## src/rtl/multicycle_control_if.sv

```systemverilog
// Control bundle between the multi-cycle LEGv8 sequencer and its datapath.
// The master side is the sequencer: it reads the IR opcode, ALU zero flag and
// memory handshake, and drives every datapath control plus status/debug.
interface multicycle_control_if #(
    parameter int CNT_W = 32
);
    logic [10:0]      opcode;
    logic             zero;
    logic             mem_ready;
    logic             PCWrite;
    logic             PCWriteCond;
    logic             PCSrc;
    logic             IorD;
    logic             IRWrite;
    logic             MemRead;
    logic             MemWrite;
    logic             MemtoReg;
    logic             RegWrite;
    logic             Reg2Loc;
    logic             ALUSrcA;
    logic [1:0]       ALUSrcB;
    logic [1:0]       ALUOp;
    logic             instr_done;
    logic             illegal;
    logic [CNT_W-1:0] retired;
    logic [3:0]       state;

    modport master (
        input  opcode, zero, mem_ready,
        output PCWrite, PCWriteCond, PCSrc, IorD, IRWrite, MemRead, MemWrite,
               MemtoReg, RegWrite, Reg2Loc, ALUSrcA, ALUSrcB, ALUOp,
               instr_done, illegal, retired, state
    );

    modport slave (
        output opcode, zero, mem_ready,
        input  PCWrite, PCWriteCond, PCSrc, IorD, IRWrite, MemRead, MemWrite,
               MemtoReg, RegWrite, Reg2Loc, ALUSrcA, ALUSrcB, ALUOp,
               instr_done, illegal, retired, state
    );
endinterface

```

## src/rtl/multicycle_control.sv

```systemverilog
// Multi-cycle LEGv8 sequencer: steps R-type, LDUR, STUR and CBZ through
// fetch/decode/execute/memory/writeback, waiting on the memory handshake,
// and counts retired instructions. Pure state decodes are registered (loaded
// from the next state); only the handshake- and opcode-dependent strobes are
// combinational from the current state.
module multicycle_control #(
    parameter int CNT_W = 32
) (
    input  logic                 clk,
    input  logic                 rst_n,
    multicycle_control_if.master bus
);
    typedef enum logic [3:0] {
        IDLE     = 4'd0,
        FETCH    = 4'd1,
        DECODE   = 4'd2,
        EXEC_R   = 4'd3,
        WB_R     = 4'd4,
        MEM_ADDR = 4'd5,
        MEM_LD   = 4'd6,
        WB_LD    = 4'd7,
        MEM_ST   = 4'd8,
        BR       = 4'd9
    } state_t;

    typedef struct packed {
        logic       pc_write_cond;
        logic       pc_src;
        logic       iord;
        logic       mem_read;
        logic       mem_write;
        logic       memto_reg;
        logic       reg_write;
        logic       reg2loc;
        logic       alu_src_a;
        logic [1:0] alu_src_b;
        logic [1:0] alu_op;
        logic       done;
    } moore_t;

    // Opcode classes shared with the single-cycle decoder.
    function automatic logic is_rtype(input logic [10:0] op);
        return op[10] && (op[7:4] == 4'b0101) && (op[2:0] == 3'b000);
    endfunction

    // LDUR (..10) and STUR (..00); the ..01/..11 variants are not loads/stores.
    function automatic logic is_dtype(input logic [10:0] op);
        return (op[10:3] == 8'b11111000) && !op[0];
    endfunction

    function automatic logic is_cbz(input logic [10:0] op);
        return op[10:3] == 8'b10110100;
    endfunction

    function automatic state_t next_state(input state_t s, input logic [10:0] op,
                                          input logic mr);
        state_t n;
        n = s;
        case (s)
            IDLE:     n = FETCH;
            FETCH:    n = mr ? DECODE : FETCH;
            DECODE: begin
                if (is_rtype(op))      n = EXEC_R;
                else if (is_dtype(op)) n = MEM_ADDR;
                else if (is_cbz(op))   n = BR;
                else                   n = FETCH;
            end
            EXEC_R:   n = WB_R;
            WB_R:     n = FETCH;
            MEM_ADDR: n = op[1] ? MEM_LD : MEM_ST;
            MEM_LD:   n = mr ? WB_LD : MEM_LD;
            WB_LD:    n = FETCH;
            MEM_ST:   n = mr ? FETCH : MEM_ST;
            BR:       n = FETCH;
            default:  n = IDLE;
        endcase
        return n;
    endfunction

    // Controls that depend on nothing but the state they are asserted in.
    function automatic moore_t moore(input state_t s);
        moore_t m;
        m = '0;
        case (s)
            FETCH: begin
                m.mem_read  = 1'b1;
                m.alu_src_b = 2'b01;
            end
            DECODE:   m.alu_src_b = 2'b11;
            EXEC_R: begin
                m.alu_src_a = 1'b1;
                m.alu_op    = 2'b10;
            end
            WB_R: begin
                m.reg_write = 1'b1;
                m.done      = 1'b1;
            end
            MEM_ADDR: begin
                m.alu_src_a = 1'b1;
                m.alu_src_b = 2'b10;
                m.reg2loc   = 1'b1;
            end
            MEM_LD: begin
                m.mem_read = 1'b1;
                m.iord     = 1'b1;
            end
            WB_LD: begin
                m.reg_write = 1'b1;
                m.memto_reg = 1'b1;
                m.done      = 1'b1;
            end
            MEM_ST: begin
                m.mem_write = 1'b1;
                m.iord      = 1'b1;
                m.reg2loc   = 1'b1;
            end
            BR: begin
                m.alu_src_a     = 1'b1;
                m.alu_op        = 2'b01;
                m.reg2loc       = 1'b1;
                m.pc_write_cond = 1'b1;
                m.pc_src        = 1'b1;
                m.done          = 1'b1;
            end
            default: m = '0;
        endcase
        return m;
    endfunction

    state_t           state_reg;
    moore_t           ctrl_reg;
    logic [CNT_W-1:0] retired_reg;

    logic in_decode;
    logic fetch_go;
    logic store_go;
    logic instr_done;

    assign in_decode  = (state_reg == DECODE);
    assign fetch_go   = (state_reg == FETCH) && bus.mem_ready;
    assign store_go   = (state_reg == MEM_ST) && bus.mem_ready;
    assign instr_done = ctrl_reg.done || store_go;

    // State, registered Moore controls and the retired-instruction counter.
    always_ff @(posedge clk or negedge rst_n) begin
        if (!rst_n) begin
            state_reg   <= IDLE;
            ctrl_reg    <= '0;
            retired_reg <= '0;
        end else begin
            state_reg <= next_state(state_reg, bus.opcode, bus.mem_ready);
            ctrl_reg  <= moore(next_state(state_reg, bus.opcode, bus.mem_ready));
            if (instr_done) begin
                retired_reg <= retired_reg + CNT_W'(1);
            end
        end
    end

    assign bus.PCWrite     = fetch_go;
    assign bus.IRWrite     = fetch_go;
    assign bus.PCWriteCond = ctrl_reg.pc_write_cond;
    assign bus.PCSrc       = ctrl_reg.pc_src;
    assign bus.IorD        = ctrl_reg.iord;
    assign bus.MemRead     = ctrl_reg.mem_read;
    assign bus.MemWrite    = ctrl_reg.mem_write;
    assign bus.MemtoReg    = ctrl_reg.memto_reg;
    assign bus.RegWrite    = ctrl_reg.reg_write;
    assign bus.Reg2Loc     = ctrl_reg.reg2loc ||
                             (in_decode && (is_dtype(bus.opcode) || is_cbz(bus.opcode)));
    assign bus.ALUSrcA     = ctrl_reg.alu_src_a;
    assign bus.ALUSrcB     = ctrl_reg.alu_src_b;
    assign bus.ALUOp       = ctrl_reg.alu_op;
    assign bus.instr_done  = instr_done;
    assign bus.illegal     = in_decode && !(is_rtype(bus.opcode) || is_dtype(bus.opcode) ||
                                            is_cbz(bus.opcode));
    assign bus.retired     = retired_reg;
    assign bus.state       = state_reg;
endmodule

```

## src/flat_wrapper.sv

```systemverilog
// flat-port wrapper written by rule: the top's interface ports become plain ports
module multicycle_control_flat 
#(
    parameter int CNT_W = 32
)
  (clk, rst_n, bus_opcode, bus_zero, bus_mem_ready, bus_PCWrite, bus_PCWriteCond, bus_PCSrc, bus_IorD, bus_IRWrite, bus_MemRead, bus_MemWrite, bus_MemtoReg, bus_RegWrite, bus_Reg2Loc, bus_ALUSrcA, bus_ALUSrcB, bus_ALUOp, bus_instr_done, bus_illegal, bus_retired, bus_state);
  multicycle_control_if #(.CNT_W(CNT_W)) bus_i ();
  input  logic clk;
  input  logic rst_n;
  input wire logic [$bits(bus_i.opcode)-1:0] bus_opcode;
  input wire logic [$bits(bus_i.zero)-1:0] bus_zero;
  input wire logic [$bits(bus_i.mem_ready)-1:0] bus_mem_ready;
  output wire logic [$bits(bus_i.PCWrite)-1:0] bus_PCWrite;
  output wire logic [$bits(bus_i.PCWriteCond)-1:0] bus_PCWriteCond;
  output wire logic [$bits(bus_i.PCSrc)-1:0] bus_PCSrc;
  output wire logic [$bits(bus_i.IorD)-1:0] bus_IorD;
  output wire logic [$bits(bus_i.IRWrite)-1:0] bus_IRWrite;
  output wire logic [$bits(bus_i.MemRead)-1:0] bus_MemRead;
  output wire logic [$bits(bus_i.MemWrite)-1:0] bus_MemWrite;
  output wire logic [$bits(bus_i.MemtoReg)-1:0] bus_MemtoReg;
  output wire logic [$bits(bus_i.RegWrite)-1:0] bus_RegWrite;
  output wire logic [$bits(bus_i.Reg2Loc)-1:0] bus_Reg2Loc;
  output wire logic [$bits(bus_i.ALUSrcA)-1:0] bus_ALUSrcA;
  output wire logic [$bits(bus_i.ALUSrcB)-1:0] bus_ALUSrcB;
  output wire logic [$bits(bus_i.ALUOp)-1:0] bus_ALUOp;
  output wire logic [$bits(bus_i.instr_done)-1:0] bus_instr_done;
  output wire logic [$bits(bus_i.illegal)-1:0] bus_illegal;
  output wire logic [$bits(bus_i.retired)-1:0] bus_retired;
  output wire logic [$bits(bus_i.state)-1:0] bus_state;
  assign bus_i.opcode = bus_opcode;
  assign bus_i.zero = bus_zero;
  assign bus_i.mem_ready = bus_mem_ready;
  assign bus_PCWrite = bus_i.PCWrite;
  assign bus_PCWriteCond = bus_i.PCWriteCond;
  assign bus_PCSrc = bus_i.PCSrc;
  assign bus_IorD = bus_i.IorD;
  assign bus_IRWrite = bus_i.IRWrite;
  assign bus_MemRead = bus_i.MemRead;
  assign bus_MemWrite = bus_i.MemWrite;
  assign bus_MemtoReg = bus_i.MemtoReg;
  assign bus_RegWrite = bus_i.RegWrite;
  assign bus_Reg2Loc = bus_i.Reg2Loc;
  assign bus_ALUSrcA = bus_i.ALUSrcA;
  assign bus_ALUSrcB = bus_i.ALUSrcB;
  assign bus_ALUOp = bus_i.ALUOp;
  assign bus_instr_done = bus_i.instr_done;
  assign bus_illegal = bus_i.illegal;
  assign bus_retired = bus_i.retired;
  assign bus_state = bus_i.state;
  multicycle_control #(.CNT_W(CNT_W)) u_core (.clk(clk), .rst_n(rst_n), .bus(bus_i));
endmodule
```

## config.mk

```make
export PLATFORM = sky130hd
export DESIGN_NAME = multicycle_control_flat
export DESIGN_NICKNAME = d
export VERILOG_FILES = /design/src/rtl/multicycle_control_if.sv /design/src/rtl/multicycle_control.sv /design/src/flat_wrapper.sv
export SDC_FILE = /design/constraint.sdc
export NUM_CORES = 1
export LEC_CHECK = 0
export CAP_MARGIN = 25
export CORE_ASPECT_RATIO = 0.7
export CORE_MARGIN = 2
export CORE_UTILIZATION = 25
export CTS_BUF_LIST = sky130_fd_sc_hd__clkbuf_8 sky130_fd_sc_hd__clkbuf_16
export DETAILED_ROUTE_END_ITERATION = 8
export GPL_ROUTABILITY_DRIVEN = 0
export GPL_TIMING_DRIVEN = 0
export PLACE_DENSITY = 0.5
export SETUP_SLACK_MARGIN = 0.3
export SYNTH_ARGS = -nofsm -noshare
export SYNTH_HDL_FRONTEND = slang
export SYNTH_SLANG_ARGS = --single-unit
```

## constraint.sdc

```tcl
create_clock -name clk -period 1.96 [get_ports clk]
set_input_delay 0.196 -clock clk [delete_from_list [all_inputs] [get_ports clk]]
set_output_delay 0.196 -clock clk [all_outputs]
set_load 0.05 [all_outputs]
```

# Word level (Yosys, flattened, before mapping)
# Index checks and enable logic that the tools add are counted.
# word_totals
ff_bits	50
word_cells	78
output_inout_bits	53
input_bits	15
# op_classes
add_sub_neg	1
n_reduce_logical	23
eq_ne	21
n_mux	19
# ops
op	count
$eq A4 B3 Y1 const B	9
$add A32 B1 Y32 const B	1
$pmux W4 S7	1
$mux W4	5
$eq A4 B2 Y1 const B	4
$eq A4 B4 Y1 const B	4
$eq A8 B8 Y1 const B	2
$mux W1	9
$reduce_or A3 Y1	3
$eq A4 B1 Y1 const B	2
$logic_and A1 B1 Y1	7
$pmux W2 S3	1
$reduce_or A2 Y1	3
$logic_or A1 B1 Y1	5
$logic_not A4 Y1	1
$mux W2	2
$pmux W2 S2	1
$reduce_or A4 Y1	1
$logic_not A3 Y1	1
$logic_not A1 Y1	2

# Logic depth before layout (Yosys ltp)
# Gate-level depths: netlist of run 1.
# depth
depth_word	8
mapped_depth	6
ltp_nobuf	5

# Worst setup path before layout of run 1
# No wires, ideal clock.
# synth_timing
kind	reg-to-output
startpoint	register u_core.state_reg[1] (netlist: u_core.bus.state[1])
endpoint	output port bus_illegal
arrival_time_ns	2.301
setup_slack_ns	-0.537
required_time_ns	1.764
stages_incl_launch_ff	5
path_cell_list	dfrtp_1 > buf_2 > nor2b_1 > nand2_1 > a211oi_1
# synth_between
elab_chain_len	2
# synth_rtl
element	line	rtl
start, declared	multicycle_control.sv:130	state_t state_reg;
start signal, assigned	multicycle_control.sv:151	state_reg <= next_state(state_reg, bus.opcode, bus.mem_ready);
$eq A4 B2 Y1	multicycle_control.sv:139	assign in_decode = (state_reg == DECODE);
$logic_and A1 B1 Y1	multicycle_control.sv:174	assign bus.illegal = in_decode && !(is_rtype(bus.opcode) || is_dtype(bus.opcode) ||
end, declared	flat_wrapper.sv:27	output wire logic [$bits(bus_i.illegal)-1:0] bus_illegal;
# No other way between the ends.

# Final worst setup path of run 1
# layout_timing
startpoint	register u_core.state_reg[3] (netlist: u_core.bus.state[3])
endpoint	output port bus_PCWrite
# layout_between
elab_chain_len	2
# layout_rtl
element	line	rtl
$eq A4 B1 Y1	multicycle_control.sv:140	assign fetch_go = (state_reg == FETCH) && bus.mem_ready;
$logic_and A1 B1 Y1	multicycle_control.sv:140	
end, declared	flat_wrapper.sv:13	output wire logic [$bits(bus_i.PCWrite)-1:0] bus_PCWrite;
# No other way between the ends.

==> results of run 1 <==
[synth_stat cells, types with 3 or more instances]
cell type	n
a21oi_1	3
and3_1	4
buf_2	3
buf_4	6
dfrtp_1	48
inv_1	8
nand2_1	19
nand3_1	13
nand4_1	10
nor2_1	8
nor2b_1	5
nor4b_1	3
xnor2_1	24
xor2_1	9
[report_power, final]
| part | switching (mW) | internal, mW |
|---|---|---|
| Sequential | 0.101 | 1.13 |
| Combinational | 1.07 | 0.792 |
| Clock | 0.354 | 0.672 |
[cells by family (layout without fill, tap and decap cells)]
group	count (synthesis)	in the layout	synth area share, %
buffers and inverters	19	130	4.63
adders and majority gates	1	1	0.551
and+or+nand+nor	84	84	22.8
DFF	48	48	52.9
xor gates and xnor gates	33	33	12.7
AOI/OAI and AO/OA	19	19	6.39
[final cells by class]
cell class                      count  area (um^2)
Timing Repair Buffer              103          942
Sequential cell                    48         1230
Clock inverter                      1         30.0
Clock buffer                        7          153
Multi-Input combinational cell    137         1260
Fill cell                         888         5000
Tap cell                          124          155
Inverter                            8         33.8
Buffer                             11          118
[timing repair]
item                                   CTS  global route
setup endpoints to repair               76            38
gates resized for setup                120            25
setup buffers                           25            10
endpoints found under the hold margin   20             0
pin swaps                               20            21
hold buffers                             1             0
[worst max-delay path: stages, from the launching register on]
cell and delay, ps:
dfrtp_2 420, buf_8 130, or4bb_4 570, clkinvlp_4 110, buf_8 90, buf_8 130
[layer usage]
layer	vias up	wire length, um	GRT usage (%)
li1	927	-	-
met2	37	2530	18.0
met4	0	0	1.31
met1	885	3110	18.8
met5	-	0	0
met3	0	247	4.23
[worst paths after layout]
check,start,endpoint,slack (ps),cells after the start
min in group asynchronous,rst_n,u_core.bus.PCSrc,420,2
max in group asynchronous,rst_n,u_core.bus.state[0],990,3
worst min register to register,u_core.bus.retired[31],u_core.bus.retired[31],480,1
worst min-delay path,bus_mem_ready,u_core.bus.MemtoReg,390,2
worst max register to register,u_core.bus.state[2],u_core.bus.retired[17],130,8
worst max-delay path,u_core.bus.state[3],bus_PCWrite,40,5
[through the flow]
| step | instances | cell area, um^2 |
|---|---|---|
| after floorplan | 204 | 2410 |
| after global placement | 394 | 3230 |
| after detailed placement | 395 | 3240 |
| after CTS | 429 | 3750 |
| after global routing | 439 | 3930 |
| final | 439 | 3930 |
==> impl_metrics.py, run 1 <==
metrics = {
    "route": {
        "postRouteAntennaNets": 0,
        "totalWireLength_um": 5890,
        "firstDrtPassIters": 4,
        "drtIter0Drc": 55,
        "viasPerCell": 4.21,
        "num_vias": 1849,
        "drc": 0,
        "wl_per_cell_um": 13.4,
    },
    "timing": {
        "hold-worst-slack_ps": 390,
        "slew_headroom_pct": 64.1,
        "finClkSkew_ps": 7.16,
        "fin_crit_sh_pct": 98.1,
        "fin_crit_ps": 1920,
        "rsz0062_at_grt": "true",
        "max_freq_mhz": 520,
        "setup_viol": 0,
        "hold_viol": 0,
        "tightest_slew_ps": 540,
        "slew_violations": 0,
        "setup_total_negative_slack_ps": 0,
        "layout_setup_ws_ps": 37.0,
    },
    "synth": {
        "synth_edf_count": 0,
        "yosysWarnings": 0,
        "async_flop_share_pct": 100,
        "synth_cell_type_count": 47,
        "synth_top_cells_by_area": "dfrtp_1, xnor2_1, xor2_1",
        "yosysTopAreaCell": "dfrtp_1",
        "postSynthAreaPerCell_um2": 11.1,
        "yosysSeqAreaShare_pct": 52.9,
        "yosys_most_used_dff": "dfrtp_1",
        "synth_top_cell_area_share_pct": 52.9,
        "ys_ff_latch": 48,
        "synthCells": 204,
        "synth_area_um2": 2270,
        "synth_nets": 220,
    },
    "hold_path": {
        "worst_hold_path_type": "input pin to register",
    },
    "clocking": {
        "cts_tree": "done",
        "clk_pin_slew_worst_paths_ps": 70,
        "clock_latency_ps": 280,
        "clock-root-buffer": "clkbuf_16",
        "htreeDepth": 2,
        "clockBufferDepth": 2,
        "numClockSinks": 48,
        "numCtsBuffers": 5,
    },
    "cells_and_area": {
        "layout-drive-gt1-share_pct": 44.1,
        "antenna_cells": 0,
        "largest_register_ffs": 32,
        "final_util_pct": 44.0,
        "final_common_cell": "dlygate4sd2_1",
        "syn2layout_area_growth_pct": 72.9,
        "final_cell_mix": "dlygate4sd2_1, buf_4, dfrtp_1, dfrtp_2, xnor2_1",
        "fin_nets": 330,
    },
    "worst_setup_path": {
        "cp_max_fo": 5,
        "worstPathArrival_ps": 1730,
        "crit_type": "register to output pin",
        "cp_data_required_time_ps": 1760,
        "start_kind": "register",
        "cp-end-kind": "output pin",
    },
    "global_route": {
        "antenna_found_initial": 0,
        "grt_pass1_wl_um": 9920,
        "grt_max_degree": 29,
        "track_usage_pct": 12.5,
        "grt_pass1_vias": 1894,
        "grt_overflow": 0,
    },
    "placement": {
        "hpwl_um": 4070,
        "port_buffers": 66,
        "dpl_worst_slack_ps": -840,
    },
    "pwr": {
        "p_leak_nw": 1.93,
        "power_mw": 4.12,
        "powerDensity_nw_per_um2": 1050,
        "peakVddDrop_mv": 0.701,
    },
    "floorplan": {
        "coreArea_um2": 8930,
        "initial_utilization_pct": 25.4,
        "die_y_um": 83.7,
        "ios": 68,
        "die-area_um2": 9870,
        "rows": 29,
        "fp.dieW_um": 118,
    },
    "status": {
        "outcome": "completed",
    },
    "job": {
        "drv_cap": 0,
    },
}
No activity file was read; power rests on OpenSTA's default activity.
==> inputs of run 2 (changes only) <==
--- a/config.mk
+++ b/config.mk
@@ -8,12 +8,12 @@
 export CAP_MARGIN = 25
 export CORE_ASPECT_RATIO = 0.7
 export CORE_MARGIN = 2
-export CORE_UTILIZATION = 25
+export CORE_UTILIZATION = 40
 export CTS_BUF_LIST = sky130_fd_sc_hd__clkbuf_8 sky130_fd_sc_hd__clkbuf_16
 export DETAILED_ROUTE_END_ITERATION = 8
 export GPL_ROUTABILITY_DRIVEN = 0
 export GPL_TIMING_DRIVEN = 0
-export PLACE_DENSITY = 0.5
+export PLACE_DENSITY = 0.72
 export SETUP_SLACK_MARGIN = 0.3
 export SYNTH_ARGS = -nofsm -noshare
 export SYNTH_HDL_FRONTEND = slang
==> impl_metrics.py, run 2 (same netlist as run 1, synthesis figures left out) <==
metrics = {
    "status": {
        "outcome": "completed",
    },
    "global_route": {
        "grt_max_degree": 39,
        "track_usage_pct": 19.2,
        "grt_pass1_vias": 1894,
        "grt_pass1_wl_um": 9350,
        "antenna_found_initial": 0,
        "grt_overflow": 0,
    },
    "pwr": {
        "swShare_pct": 39.7,
        "p_sw_mw": 1.49,
        "power.share.clock_pct": 18.2,
        "combPwrFrac_pct": 49.3,
        "seqPwrFrac_pct": 32.5,
        "power_mw": 3.76,
        "p_int_mw": 2.27,
        "peakVddDrop_mv": 0.677,
        "p_leak_nw": 1.93,
        "powerDensity_nw_per_um2": 992,
    },
    "cells_and_area": {
        "fin_area_um2": 3790,
        "layout-drive-gt1-share_pct": 44.2,
        "final_cell_mix": "dlygate4sd2_1, buf_4, dfrtp_1, dfrtp_2, xnor2_1",
        "final_common_cell": "dlygate4sd2_1",
        "final_util_pct": 70.6,
        "largest_register_ffs": 32,
        "antenna_cells": 0,
        "fin_cells": 391,
        "fin_nets": 334,
        "syn2layout_area_growth_pct": 66.9,
    },
    "route": {
        "firstDrtPassIters": 4,
        "drtIter0Drc": 44,
        "viasPerCell": 4.87,
        "num_vias": 1903,
        "drc": 0,
        "postRouteAntennaNets": 0,
        "totalWireLength_um": 5800,
        "wl_per_cell_um": 14.8,
    },
    "timing": {
        "slew_violations": 0,
        "max_freq_mhz": 513,
        "rsz0062_at_grt": "true",
        "slew_headroom_pct": 64.9,
        "layout_setup_ws_ps": 11.5,
        "fin_crit_ps": 1950,
        "hold-worst-slack_ps": 264,
        "hold_viol": 0,
        "finClkSkew_ps": 11.1,
        "fin_crit_sh_pct": 99.4,
        "setup_total_negative_slack_ps": 0,
        "setup_viol": 0,
        "tightest_slew_ps": 525,
    },
    "job": {
        "drv_cap": 0,
    },
    "clocking": {
        "htreeDepth": 2,
        "cts_tree": "done",
        "clock_latency_ps": 290,
        "clock-root-buffer": "clkbuf_8",
        "numClockSinks": 48,
        "numCtsBuffers": 5,
        "clk_pin_slew_worst_paths_ps": 80,
        "clockBufferDepth": 2,
    },
    "worst_setup_path": {
        "timing.critical_path.mode_cell": "buf_8",
        "cpPeakStageDelay_ps": 500,
        "cp_cell_sequence": "and2b_2 > or4bb_4 > clkinvlp_4 > buf_8 > buf_8",
        "crit_slowest_cell": "or4bb_4",
        "crit_type": "register to output pin",
        "cp_data_required_time_ps": 1760,
        "r2r_setup_slack_ps": 100,
        "start_kind": "register",
        "cp_max_fo": 2,
        "cp-end-kind": "output pin",
        "worstPathArrival_ps": 1750,
    },
    "floorplan": {
        "ios": 68,
        "initial_utilization_pct": 42.3,
        "coreArea_um2": 5370,
        "rows": 22,
        "fp.dieW_um": 94.1,
        "die_y_um": 67.0,
        "die-area_um2": 6310,
    },
    "hold_path": {
        "worst_hold_path_type": "input pin to register",
    },
    "placement": {
        "port_buffers": 66,
        "placed_area_um2": 3180,
        "place_inst": 343,
        "hpwl_um": 3730,
        "dpl_worst_slack_ps": -824,
    },
}
run 2: final timing paths:
kind                                   startpoint                      to  depth (start not counted)
max                           u_core.bus.state[2]             bus_PCWrite                          5
min                                 bus_mem_ready     u_core.bus.MemtoReg                          2
max reg2reg                   u_core.bus.state[2]      u_core.ctrl_reg[0]                          7
min reg2reg                u_core.bus.retired[31]  u_core.bus.retired[31]                          1
max in group asynchronous                   rst_n   u_core.bus.retired[2]                          3
min in group asynchronous                   rst_n  u_core.bus.retired[10]                          2
run 2: routing by layer:
layer | part of all wire [%] | track usage [%]
met1 | 49 | 27.6
met2 | 46 | 29.5
met3 | 4.4 | 4.64
met4 | 0.60 | 4.53
met5 | 0 | 0
run 2: cell type report:
cell class              count  area (um^2)
clock buffers               5         68.8
fillers                   424         1580
multi-input cells         137         1260
clock inverters             3         38.8
plain buffers              11          111
repair buffers            107          960
flip-flops and latches     48         1230
well taps                  72         90.1
inverters                   8         33.8
run 2: power by group through the flow:
stage                     Clock (mW)  Sequential (mW)  Combinational [mW]
final                          0.684             1.22                1.86
after global routing           0.750             1.24                1.97
after CTS                      0.703             1.22                1.68
after detailed placement           0             1.24                1.47
after global placement             0             1.25                1.45
after floorplan                    0             1.55               0.714
run 2: critical path: cells and delay by family, from the launching register on:
| kind | cells | cell delay, ps |
|---|---|---|
| and+or+nand+nor | 2 | 740 |
| DFF | 1 | 400 |
| buffers and inverters | 3 | 330 |
run 2: timing repair:
item,4_1_cts,5_1_grt
buffers inserted,25,14
endpoints found under the hold margin,10,0
hold buffers,1,0
resized for setup,110,26
endpoints found under the setup margin,72,34
pin swaps,15,27
==> inputs of run 3 (changes only) <==
--- a/config.mk
+++ b/config.mk
@@ -13,7 +13,7 @@
 export DETAILED_ROUTE_END_ITERATION = 8
 export GPL_ROUTABILITY_DRIVEN = 0
 export GPL_TIMING_DRIVEN = 0
-export PLACE_DENSITY = 0.72
+export PLACE_DENSITY = 0.66
 export SETUP_SLACK_MARGIN = 0.3
 export SYNTH_ARGS = -nofsm -noshare
 export SYNTH_HDL_FRONTEND = slang
==> impl_metrics.py, run 3 (same netlist as run 1, synthesis figures left out) <==
metrics = {
    "timing": {
        "finClkSkew_ps": 8.20,
        "fin_crit_sh_pct": 102,
        "slew_headroom_pct": 64.2,
        "layout_setup_ws_ps": -34.8,
        "hold_viol": 0,
        "fin_crit_ps": 1990,
        "slew_violations": 0,
        "setup_total_negative_slack_ps": -43.1,
        "tightest_slew_ps": 536,
        "rsz0062_at_grt": "true",
        "setup_viol": 2,
        "max_freq_mhz": 501,
    },
    "route": {
        "viasPerCell": 4.98,
        "totalWireLength_um": 6330,
        "num_vias": 1946,
        "drc": 0,
        "postRouteAntennaNets": 0,
        "wl_per_cell_um": 16.2,
        "drtIter0Drc": 86,
        "firstDrtPassIters": 4,
    },
    "worst_setup_path": {
        "worstRegToRegCells": 10,
        "reg2reg_to": "u_core.bus.retired[26]",
        "start_kind": "register",
        "r2r-start": "u_core.bus.state[2]",
        "cp_data_required_time_ps": 1760,
        "cp_max_fo": 3,
        "cp-end-kind": "output pin",
        "crit_end": "bus_PCWrite",
        "cp-startpoint": "u_core.bus.state[2]",
        "worstPathArrival_ps": 1800,
        "crit_type": "register to output pin",
        "r2r_setup_slack_ps": 20,
    },
    "cells_and_area": {
        "final_common_cell": "dlygate4sd2_1",
        "largest_register_ffs": 32,
        "layout-drive-gt1-share_pct": 50.5,
        "fill_cells": 368,
        "fin_cells": 391,
        "antenna_cells": 0,
        "final_cell_mix": "dlygate4sd2_1, buf_4, dfrtp_1, dfrtp_2, buf_6",
        "fin_area_um2": 4010,
        "syn2layout_area_growth_pct": 76.6,
        "fin_nets": 334,
    },
    "floorplan": {
        "rows": 22,
        "coreArea_um2": 5370,
        "ios": 68,
        "fp.dieW_um": 94.1,
        "die-area_um2": 6310,
        "die_y_um": 67.0,
        "initial_utilization_pct": 42.3,
    },
    "global_route": {
        "track_usage_pct": 21.0,
        "grt_pass1_wl_um": 9920,
        "grt_max_degree": 39,
        "antenna_found_initial": 0,
        "grt_pass1_vias": 1941,
        "grt_overflow": 0,
    },
    "hold_path": {
        "worst_hold_path_type": "input pin to asynchronous set/reset pin",
    },
    "clocking": {
        "clock_latency_ps": 310,
        "clock-root-buffer": "clkbuf_8",
        "htreeDepth": 2,
        "cts_tree": "done",
        "clockBufferDepth": 2,
        "numCtsBuffers": 5,
        "numClockSinks": 48,
        "clk_pin_slew_worst_paths_ps": 90,
    },
    "placement": {
        "port_buffers": 66,
        "place_inst": 343,
        "hpwl_um": 3730,
        "placed_area_um2": 3180,
    },
    "pwr": {
        "powerDensity_nw_per_um2": 1010,
        "power_mw": 4.04,
        "p_leak_nw": 2.09,
        "peakVddDrop_mv": 0.898,
    },
    "status": {
        "outcome": "finished, violations left",
        "violations": "setup timing",
    },
    "job": {
        "drv_cap": 0,
    },
}
-- run 3: cell types whose count changed in the layout (fill, tap and decap cells not counted), sizes merged --
cell / previous run / this run
clkdlybuf4s50: 13 / 5
dlygate4sd2: 45 / 50
dlymetal6s2s: 2 / 5
clkbuf: 6 / 8
bufinv: 1 / 0
clkinv: 1 / 0
-- run 3: metal layers --
layer / vias to the layer above / part of all wire, % / track usage, %
met5: - / 0 / 0
li1: 932 / - / -
met1: 953 / 48 / 29.1
met4: 0 / 1.4 / 6.34
met3: 8 / 3.9 / 4.64
met2: 53 / 47 / 33.0
-- run 3: power by group --
group          internal (mW)  switching [mW]
sequential              1.13           0.104
clock                  0.318           0.336
combinational          0.961            1.19
-- run 3: critical path, stage by stage, from the launching register on --
cell and delay (ps):
dfrtp_2 410, and2b_2 250, or4bb_4 500, clkinvlp_4 110
buf_8 90, buf_8 130
-- run 3: how the worst min path moves through the flow --
| stage | start | end | depth (start not counted) |
|---|---|---|---|
| 6_report | rst_n | u_core.bus.retired[11] | 2 |
| 5_1_grt | rst_n | u_core.bus.retired[8] | 2 |
| 2_1_floorplan | rst_n | u_core.bus.ALUOp[1] | 0 |
| 3_3_place_gp | u_core.bus.retired[31] | u_core.bus.retired[31] | 1 |
| 4_1_cts | rst_n | u_core.bus.retired[11] | 2 |
| 3_5_place_dp | rst_n | u_core.bus.retired[11] | 1 |
-- run 3: what timing repair did --
item / in CTS / in global routing
resized for setup: 151 / 37
pin swaps: 49 / 29
hold buffers: 1 / 0
buffers inserted: 30 / 9
endpoints found under the setup margin: 73 / 43
endpoints found under the hold margin: 10 / 0
gates cloned: 0 / 0
-- run 3: per-stage QoR --
step	worst slack (ps)	util, %	hold WS (ps)
floorplan	53.5	-	-99.6
global placement	-853	58.9	460
detailed placement	-866	59.2	82.4
CTS	-15.0	70.0	286
global route	-80.7	74.7	300
finish	-34.8	74.7	276
-- run 3: layout make-up --
| type | count | area (um^2) | share of cell area (%) |
|---|---|---|---|
| repair buffers | 107 | 1030 | 25.8 |
| flip-flops and latches | 48 | 1230 | 30.7 |
| well taps | 72 | 90.1 | 2.25 |
| clock buffers | 7 | 96.3 | 2.40 |
| clock inverters | 1 | 3.75 | 0.0936 |
| multi-input cells | 137 | 1410 | 35.1 |
| plain buffers | 11 | 114 | 2.84 |
| inverters | 8 | 33.8 | 0.842 |
